==> config.mk <==
export PLATFORM = sky130hd
export DESIGN_NAME = shape_calc_engine
export DESIGN_NICKNAME = d
export VERILOG_FILES = /design/src/rtl/shape_calc_engine.sv
export SDC_FILE = /design/constraint.sdc
export NUM_CORES = 1
export LEC_CHECK = 0
export ABC_AREA = 1
export ABC_CLOCK_PERIOD_IN_PS = 4600
export BUFFER_PORTS_ARGS = -buffer_cell sky130_fd_sc_hd__clkbuf_2
export CAP_MARGIN = 10
export CORE_UTILIZATION = 47
export CTS_CLUSTER_DIAMETER = 50
export CTS_CLUSTER_SIZE = 25
export DETAILED_ROUTE_END_ITERATION = 7
export PLACE_DENSITY_LB_ADDON = 0.1
export SLEW_MARGIN = 30
export SYNTH_ARGS = -nofsm -noshare
export SYNTH_HDL_FRONTEND = slang
export SYNTH_SLANG_ARGS = --single-unit
==> constraint.sdc <==
create_clock -name clk -period 4.6 [get_ports clk]
set_clock_uncertainty 0.05 [all_clocks]
set_input_delay 0.23 -clock clk [delete_from_list [all_inputs] [get_ports clk]]
set_output_delay 0.23 -clock clk [all_outputs]
set_load 0.02 [all_outputs]
==> src/rtl/shape_calc_engine.sv <==
// shape_calc_engine: area/perimeter/classification engine with a 16-cycle shift-add multiplier.
// Optional SHAPE_CALC_SAT_FLAG_EN adds an overflow port and saturates results wider than 32 bits.
package shape_processor_modeling;
    typedef enum logic [2:0] {
        KEEP_SHAPE = 3'd0,
        CIRCLE     = 3'd1,
        RECTANGLE  = 3'd2,
        TRIANGLE   = 3'd3
    } shape_e;
    typedef enum logic [2:0] {
        KEEP_OPERATION = 3'd0,
        AREA           = 3'd1,
        PERIMETER      = 3'd2,
        IS_SQUARE      = 3'd3,
        IS_EQUILATERAL = 3'd4,
        IS_ISOSCELES   = 3'd5
    } operation_e;
    function automatic logic is_legal_combination(input shape_e s, input operation_e o);
        case (s)
            CIRCLE:    return o inside {AREA, PERIMETER};
            RECTANGLE: return o inside {AREA, PERIMETER, IS_SQUARE};
            TRIANGLE:  return o inside {AREA, PERIMETER, IS_EQUILATERAL, IS_ISOSCELES};
            default:   return 1'b0;
        endcase
    endfunction
endpackage

module shape_calc_engine
    import shape_processor_modeling::*;
#(
    parameter logic [15:0] PI_Q8 = 16'd804
) (
    input  logic        clk,
    input  logic        rst_n,
    input  logic        start,
    input  shape_e      shape,
    input  operation_e  operation,
    input  logic [15:0] op_a,
    input  logic [15:0] op_b,
    input  logic [15:0] op_c,
    output logic        busy,
    output logic        done,
    output logic [31:0] result,
    output logic        error
`ifdef SHAPE_CALC_SAT_FLAG_EN
    ,
    output logic        overflow
`endif
);
    typedef enum logic [2:0] {IDLE, CHECK, MUL1, MUL2, DONE} state_e;
    state_e      state_q, state_d;
    shape_e      shape_q, shape_d;
    operation_e  op_q, op_d;
    logic [15:0] a_q, a_d, b_q, b_d, c_q, c_d, mplier_q, mplier_d;
    logic [31:0] mcand_q, mcand_d, result_q, result_d, quick, fin;
    logic [47:0] acc_q, acc_d, prod;
    logic [3:0]  cnt_q, cnt_d;
    logic        error_q, error_d, ovf_q, ovf_d;
    logic [16:0] ab, ac, bc;
    logic        tri_bad, reject, multi, in_cp;

    assign ab      = {1'b0, a_q} + {1'b0, b_q};
    assign ac      = {1'b0, a_q} + {1'b0, c_q};
    assign bc      = {1'b0, b_q} + {1'b0, c_q};
    assign tri_bad = ab <= {1'b0, c_q} || ac <= {1'b0, b_q} || bc <= {1'b0, a_q};
    assign reject  = !is_legal_combination(shape_q, op_q) || (shape_q == TRIANGLE && (op_q == AREA || tri_bad));
    assign multi   = op_q == AREA || (shape_q == CIRCLE && op_q == PERIMETER);
    assign in_cp   = shape == CIRCLE && operation == PERIMETER;
    assign quick   = shape_q == RECTANGLE && op_q == PERIMETER ? {14'd0, ab, 1'b0} :
                     op_q == PERIMETER      ? {15'd0, ab} + {16'd0, c_q} :
                     op_q == IS_SQUARE      ? {31'd0, a_q == b_q} :
                     op_q == IS_EQUILATERAL ? {31'd0, a_q == b_q && b_q == c_q} :
                                              {31'd0, a_q == b_q || b_q == c_q || a_q == c_q};
    // One partial product per cycle, weighted by the step count
    assign prod    = acc_q + (mplier_q[0] ? {16'd0, mcand_q} << cnt_q : 48'd0);
`ifdef SHAPE_CALC_SAT_FLAG_EN
    logic [39:0] scaled;
    assign scaled  = shape_q == CIRCLE ? prod[47:8] : prod[39:0];
    assign fin     = |scaled[39:32] ? 32'hFFFF_FFFF : scaled[31:0];
    assign ovf_d   = state_d == DONE && state_q != DONE ? state_q != CHECK && |scaled[39:32] : ovf_q;
    assign overflow = ovf_q;
`else
    assign fin     = shape_q == CIRCLE ? prod[39:8] : prod[31:0];
    assign ovf_d   = 1'b0;
`endif

    always_comb begin
        state_d  = state_q;
        shape_d  = shape_q;
        op_d     = op_q;
        a_d      = a_q;
        b_d      = b_q;
        c_d      = c_q;
        mcand_d  = mcand_q;
        mplier_d = mplier_q;
        acc_d    = acc_q;
        cnt_d    = cnt_q;
        result_d = result_q;
        error_d  = error_q;
        if (state_q inside {CHECK, MUL1, MUL2}) begin
            acc_d    = prod;
            mplier_d = mplier_q >> 1;
            cnt_d    = cnt_q + 4'd1;
        end
        case (state_q)
            IDLE: if (start) begin
                state_d  = CHECK;
                shape_d  = shape;
                op_d     = operation;
                a_d      = op_a;
                b_d      = op_b;
                c_d      = op_c;
                mcand_d  = in_cp ? {15'd0, op_a, 1'b0} : {16'd0, op_a};
                mplier_d = in_cp ? PI_Q8 : shape == CIRCLE ? op_a : op_b;
                acc_d    = 48'd0;
                cnt_d    = 4'd0;
            end
            CHECK: begin
                state_d  = reject || !multi ? DONE : MUL1;
                result_d = reject ? 32'd0 : quick;
                error_d  = reject;
            end
            MUL1: if (cnt_q == 4'd15) begin
                if (shape_q == CIRCLE && op_q == AREA) begin
                    state_d  = MUL2;
                    mcand_d  = prod[31:0];
                    mplier_d = PI_Q8;
                    acc_d    = 48'd0;
                end else begin
                    state_d  = DONE;
                    result_d = fin;
                    error_d  = 1'b0;
                end
            end
            MUL2: if (cnt_q == 4'd15) begin
                state_d  = DONE;
                result_d = fin;
                error_d  = 1'b0;
            end
            default: state_d = IDLE;
        endcase
    end

    always_ff @(posedge clk or negedge rst_n) begin
        if (!rst_n) begin
            state_q  <= IDLE;
            shape_q  <= KEEP_SHAPE;
            op_q     <= KEEP_OPERATION;
            a_q      <= '0;
            b_q      <= '0;
            c_q      <= '0;
            mcand_q  <= '0;
            mplier_q <= '0;
            acc_q    <= '0;
            cnt_q    <= '0;
            result_q <= '0;
            error_q  <= 1'b0;
            ovf_q    <= 1'b0;
        end else begin
            state_q  <= state_d;
            shape_q  <= shape_d;
            op_q     <= op_d;
            a_q      <= a_d;
            b_q      <= b_d;
            c_q      <= c_d;
            mcand_q  <= mcand_d;
            mplier_q <= mplier_d;
            acc_q    <= acc_d;
            cnt_q    <= cnt_d;
            result_q <= result_d;
            error_q  <= error_d;
            ovf_q    <= ovf_d;
        end
    end

    assign busy   = state_q inside {CHECK, MUL1, MUL2};
    assign done   = state_q == DONE;
    assign result = result_q;
    assign error  = error_q;
endmodule

## After elaboration in Yosys (flattened, before gate mapping)

Index checks and enable logic that the tools add are counted.

- Shifts and indexed selects: 1
- Order comparisons: 3
- Bitwise operators: 0
- Eq/ne operators: 23
- Reduce and logical (&&, ||, !) cells: 26
- Multipliers: 0
- Multiplexer cells: 42
- Div/mod/pow operators: 0
- Add/subtract/negate cells: 6

Operators by type and width:

| kind | count |
|---|---|
| 48-bit two-way mux | 5 |
| 32-bit two-way mux | 7 |
| 16-bit two-way mux | 6 |
| 32-bit one-hot mux with 3 select lines | 1 |
| 48-bit one-hot mux with 2 select lines | 1 |
| 32-bit one-hot mux with 2 select lines | 1 |
| 18-bit two-way mux | 3 |
| 16-bit by 16-bit adder with 17-bit output | 3 |
| 17-bit by 16-bit less-or-equal comparator with 1-bit output | 3 |
| 48-bit adder | 1 |
| 16-bit equality test | 3 |
| 32-bit by 4-bit << shifter with 48-bit output | 1 |
| 16-bit one-hot mux with 2 select lines | 1 |
| 3-bit by 2-bit equality test with 1-bit output, second input constant | 7 |
| 17-bit by 16-bit adder with 18-bit output | 1 |
| 17-bit two-way mux | 1 |
| 3-bit two-way mux | 5 |
| 3-bit by 1-bit equality test with 1-bit output, second input constant | 4 |
| 4-bit two-way mux | 3 |
| 3-bit one-hot mux with 4 select lines | 1 |
| 2-bit != test, second input constant | 5 |
| 3-bit equality test, second input constant | 3 |
| 1-bit logical OR | 8 |
| 4-bit AND reduction | 2 |
| 12 further kinds | 25 |

- Register bits after elaboration: 190
- Bits in latches: 0
- Memory bits (writable): 0
- Memories kept: 0
- Word-level logic and storage cells: 113
- ROM bits: 0
- Input port bits: 57

## Longest topological paths before layout

- Word-level depth: 10
- Mapped depth: 31
- Mapped depth without buffers: 31

## Worst setup path before layout

No wires, ideal clock.

- Kind: reg-to-reg
- From: register c_q[0]
- To: register result_q[2] (netlist: result[2])
- Path slack: 1004 ps
- Clock period less this slack: 3596 ps
- Buffers on the path: 1
- Required time: 4473 ps
- Cell stages (with the launch flop): 24
- Arrival time: 3469 ps
- Cells stage by stage: dfrtp_1 -> ha_1 -> inv_1 -> fa_1 -> o21ai_1 -> a21oi_1 -> o21ai_2 -> a21oi_1 -> inv_1 -> a21oi_1 -> o31ai_1 -> xor2_1 -> ha_1 -> nand2_1 -> nor3_1 -> nand2_1 -> nand3b_1 -> nand2_1 -> a21oi_1 -> nand3_1 -> a21boi_2 -> buf_6 -> nand2_1 -> a21oi_1

- Word-level cells in the longest chain between the ends: 9

Ends and longest elaborated chain:

| what | line | text |
|---|---|---|
| from (decl) | 54 | `logic [15:0] a_q, a_d, b_q, b_d, c_q, c_d, mplier_q, mplier_d;` |
| from (signal assigned) | 151 | `c_q <= '0;` |
| from (signal assigned) | 165 | `c_q <= c_d;` |
| 16-bit by 16-bit adder with 17-bit output | 63 | `assign ac = {1'b0, a_q} + {1'b0, c_q};` |
| 17-bit by 16-bit less-or-equal comparator with 1-bit output | 65 | `assign tri_bad = ab <= {1'b0, c_q} \|\| ac <= {1'b0, b_q} \|\| bc <= {1'b0, a_q};` |
| 1-bit logical OR (2 in series) | 65 |  |
| 1-bit logical OR | 66 | `assign reject = !is_legal_combination(shape_q, op_q) \|\| (shape_q == TRIANGLE && (op_q == AREA \|\| tri_bad));` |
| 1-bit logical AND | 66 |  |
| 1-bit logical OR | 66 |  |
| 18-bit two-way mux * | 120 | `result_d = reject ? 32'd0 : quick;` |
| 32-bit one-hot mux with 3 select lines * | 105 | `case (state_q)` |
| to (signal assigned) | 170 | `result_q <= result_d;` |
| to (decl) | 55 | `logic [31:0] mcand_q, mcand_d, result_q, result_d, quick, fin;` |

Every way passes the cells marked *; elsewhere a longest branch is shown, timed or not.
A chain may end at the register's enable or synchronous reset.

## Worst setup path in the final report

Ends and elaborated chain as after synthesis.

==> summary by stage <==
Placed design
At the placement stage, the worst setup path has a slack of 212.1 ps. The detailed placement HPWL is 46.84 mm. At the end of routability-driven placement, the weighted congestion stood at 1.008. Input and output buffers added on the ports amount to 91.

Timing
The worst max-slew margin expressed relative to the limit is 38.64%. The post-layout worst setup margin is 383.2 ps. The post-route setup TNS is 0 ps. The count of final hold-check violations is 0. Setup violations remaining at the end of the flow were counted as 0. The ratio of final minimum period to clock period is 91.67%. Setup repair after global routing left no endpoint under its margin. Static timing analysis puts the maximum clock frequency at 0.2371 GHz. The transition time of the tightest slew-check pin is 917.0 ps. The routed design could run at a clock period as short as 4217 ps.

The number of pins exceeding their max-slew limit in the final report is 0.

Global route
The remaining global-route overflow is 0. The global-route wire length before repair is 92.07 mm. Global routing used 33.34% of the available tracks across all layers. Entering global routing, the biggest net connects 113 pins. The via count of the first global-routing pass is 16520.

The number of antenna violations at the first check in global routing came to 1.

Setup path
Data arrives at the worst endpoint at 4550 ps. The worst register-to-register path begins at c_q[0]$_DFFE_PN0P_. The critical path in this run is classified as flip-flop to flip-flop. The critical path capture point type is a flip-flop. Across all register-to-register paths, the minimum setup slack is 380 ps. Along the worst path, the maximum fanout reaches 6. The depth of the most critical reg-to-reg path is 22. STA classifies the critical path startpoint as a flip-flop. The worst register-to-register path ends at result[2]$_DFFE_PN0P_.

At the worst endpoint, the required time is 4930 ps.

Synthesis
The post-synthesis instance total is 2478. After synthesis the netlist holds a flip-flop and latch count of 182. Sequential elements use 27.27% of the synthesized area.

The number of warnings printed during yosys synthesis is 0. Counting flops with an async set or reset pin after synthesis yields a share of 100.0%. The number of nets in the synthesized netlist is 2692. The post-synthesis instance area is 0.01670 mm².

The number of enable flip-flop cells after synthesis is 0. After synthesis, the cell types taking the most area are dfrtp_1 27%, nand2_1 13%, ha_1 11%. The number of different library cells in the post-synthesis netlist is 61. dfrtp_1 takes more of the synthesized area than any other cell. For this run, the leading register cell type out of synthesis is dfrtp_1.

The post-synthesis area per instance is 6.739 µm². Summed over its instances, the top area cell type makes up 27.27% of the synthesized netlist area.

Hold path
The class of the tightest hold or removal check is input port to flip-flop. The worst hold path cell count is 3. The endpoint of the worst hold-timing path is shape_q[1]$_DFFE_PN0P_. In this run the most critical hold path is launched from shape[1].

Route
After detailed routing, the number of vias per cell comes to 5.603. After detailed routing, the number of remaining DRC violations is 0. The final antenna-violating net count is 0.

The number of design-rule violations left by the first detailed-router iteration is 1374. The wire length reported by the detailed router is 59.07 mm. The number of search-and-repair iterations in the first detailed-routing pass is 6.

The average wire per standard cell is 19.50 µm. The final route contains 16980 vias.

Clock tree
TritonCTS created 17 clock buffers. The deepest clock path buffer count is 2. The H-tree was split into 4 levels. The cell sitting at the root of the clock tree is a clkbuf_16. The latest clock arrival within the worst-skew pair is 470 ps. Clock-pin slew was measured on the worst setup and hold paths at 70 ps. TritonCTS built the clock tree. The buffer count from post-CTS setup fixing is 0. The CTS sink count is 182.

Floorplanning
The full die area is 0.03629 mm². The die extent in x is 190.5 µm. The effective utilization at floorplan is 48.11%. The die height is 190.5 µm. The floorplan has 68 rows. The core footprint is 0.03471 mm². During I/O placement, the number of pins put on the boundary was 92.

Finish
The synthesis-to-finish area growth is 11.22%. The most frequent standard cell in the layout excluding fill and tap cells is nand2_1. The number of filler instances in the final layout is 3558.

The fraction of final layout cells with drive strength greater than 1 is 8.388%. The register area is 0.004554 mm². The final-stage net count is 2778. The repair_antennas step left the layout with diodes totalling 0. The multi-input logic area is 0.01047 mm². Leaving out fill and tap cells, the most frequent cells in the layout are 598 x nand2_1, 339 x inv_1, 244 x o21ai_0.

Flow run
The number of maximum-capacitance violations is 0.

Outcome
The run finished with clean final reports.
[through the flow]
stage | cells | area (µm²) | hold slack, ps | util [%]
final | 3030 | 18570 | 22.81 | 53.51
after global routing | 3030 | 18570 | 25.57 | 53.51
after CTS | 3029 | 18520 | 2.451 | 53.35
after detailed placement | 2964 | 17620 | 227.7 | 50.76
after global placement | 2964 | 17620 | 227.6 | 50.76
after floorplan | 2478 | 16700 | -115.6 | -
[flip-flops by register name, summed over array words and instances, names as in the netlist]
register  flops
a_q          16
acc_q        40
b_q          16
c_q          16
cnt_q         4
error         1
mcand_q      32
mplier_q     16
op_q          3
result       32
shape_q       3
state_q       3
[synth_stat cells (all sizes together) (28+ instances only)]
library cell	count
nor3	30
nor2	175
buf	32
nand2	604
o211ai	36
o22ai	48
inv	365
a21oi	178
nand4	28
ha	152
xor2	50
o21ai	268
nand3	99
clkbuf	56
dfrtp	182
[worst max-delay path, stage by stage, from the launching register on]
cell and delay (ps):
dfrtp_1 440, ha_1 210, inv_1 60, fa_1 400, o21ai_1 220, a21oi_1 150
o21ai_2 210, a21oi_1 130, inv_1 70, a21oi_1 80, o31ai_1 240, xor2_1 110
ha_1 310, nand2_1 80, nor3_2 210, nand2_1 100, nand3b_1 90, nand2_1 60
a21oi_1 220, nand3_4 170, a21boi_4 280, nand2_1 110, a21oi_1 150
[per-layer routing]
metal	track usage, %	routed length [µm]	part of all wire, %	up-vias
met5	0	0	0	-
met4	15.78	2953	5.0	0
met3	3.681	2778	4.7	126
met2	58.01	28930	49	506
met1	41.01	24410	41	7949
li1	-	-	-	8395
[cells by family (layout without fill, tap and decap cells)]
kind of cell	Yosys count	count (layout)	share of synthesized area, %
fa+ha+maj	157	157	11.99
buf+inv	456	552	10.51
compound gates	634	635	21.88
simple gates	974	974	24.30
xor+xnor	65	65	3.454
mux	10	10	0.5994
flops	182	182	27.27
[worst max-delay path by stage]
stage,slack (ps),end,cells past startpoint,start
global placement,390,result[10]$_DFFE_PN0P_,29,b_q[0]$_DFFE_PN0P_
CTS,190,result[2]$_DFFE_PN0P_,22,c_q[0]$_DFFE_PN0P_
detailed placement,210,result[2]$_DFFE_PN0P_,22,c_q[0]$_DFFE_PN0P_
finish,380,result[2]$_DFFE_PN0P_,22,c_q[0]$_DFFE_PN0P_
global route,1,result[5]$_DFFE_PN0P_,22,c_q[0]$_DFFE_PN0P_
floorplan,1000,result[2]$_DFFE_PN0P_,23,c_q[0]$_DFFE_PN0P_
[cell type report]
| class | count | share of cell area (%) |
|---|---|---|
| clock buffers | 17 | 2.290 |
| clock inverters | 13 | 0.6602 |
| inverters | 368 | 7.437 |
| multi-input cells | 1841 | 56.38 |
| flip-flops and latches | 182 | 24.52 |
| well taps | 455 | 3.065 |
| repair buffers | 154 | 5.652 |
[what timing repair did]
action                     CTS  global route
setup endpoints to repair    0            20
resized for setup            0             7
hold endpoints to repair   104             0
hold buffers                35             0
Power is left out: the tool's default activity adds up to more than one toggle a clock period on the data nets, which glitch-free logic cannot reach.
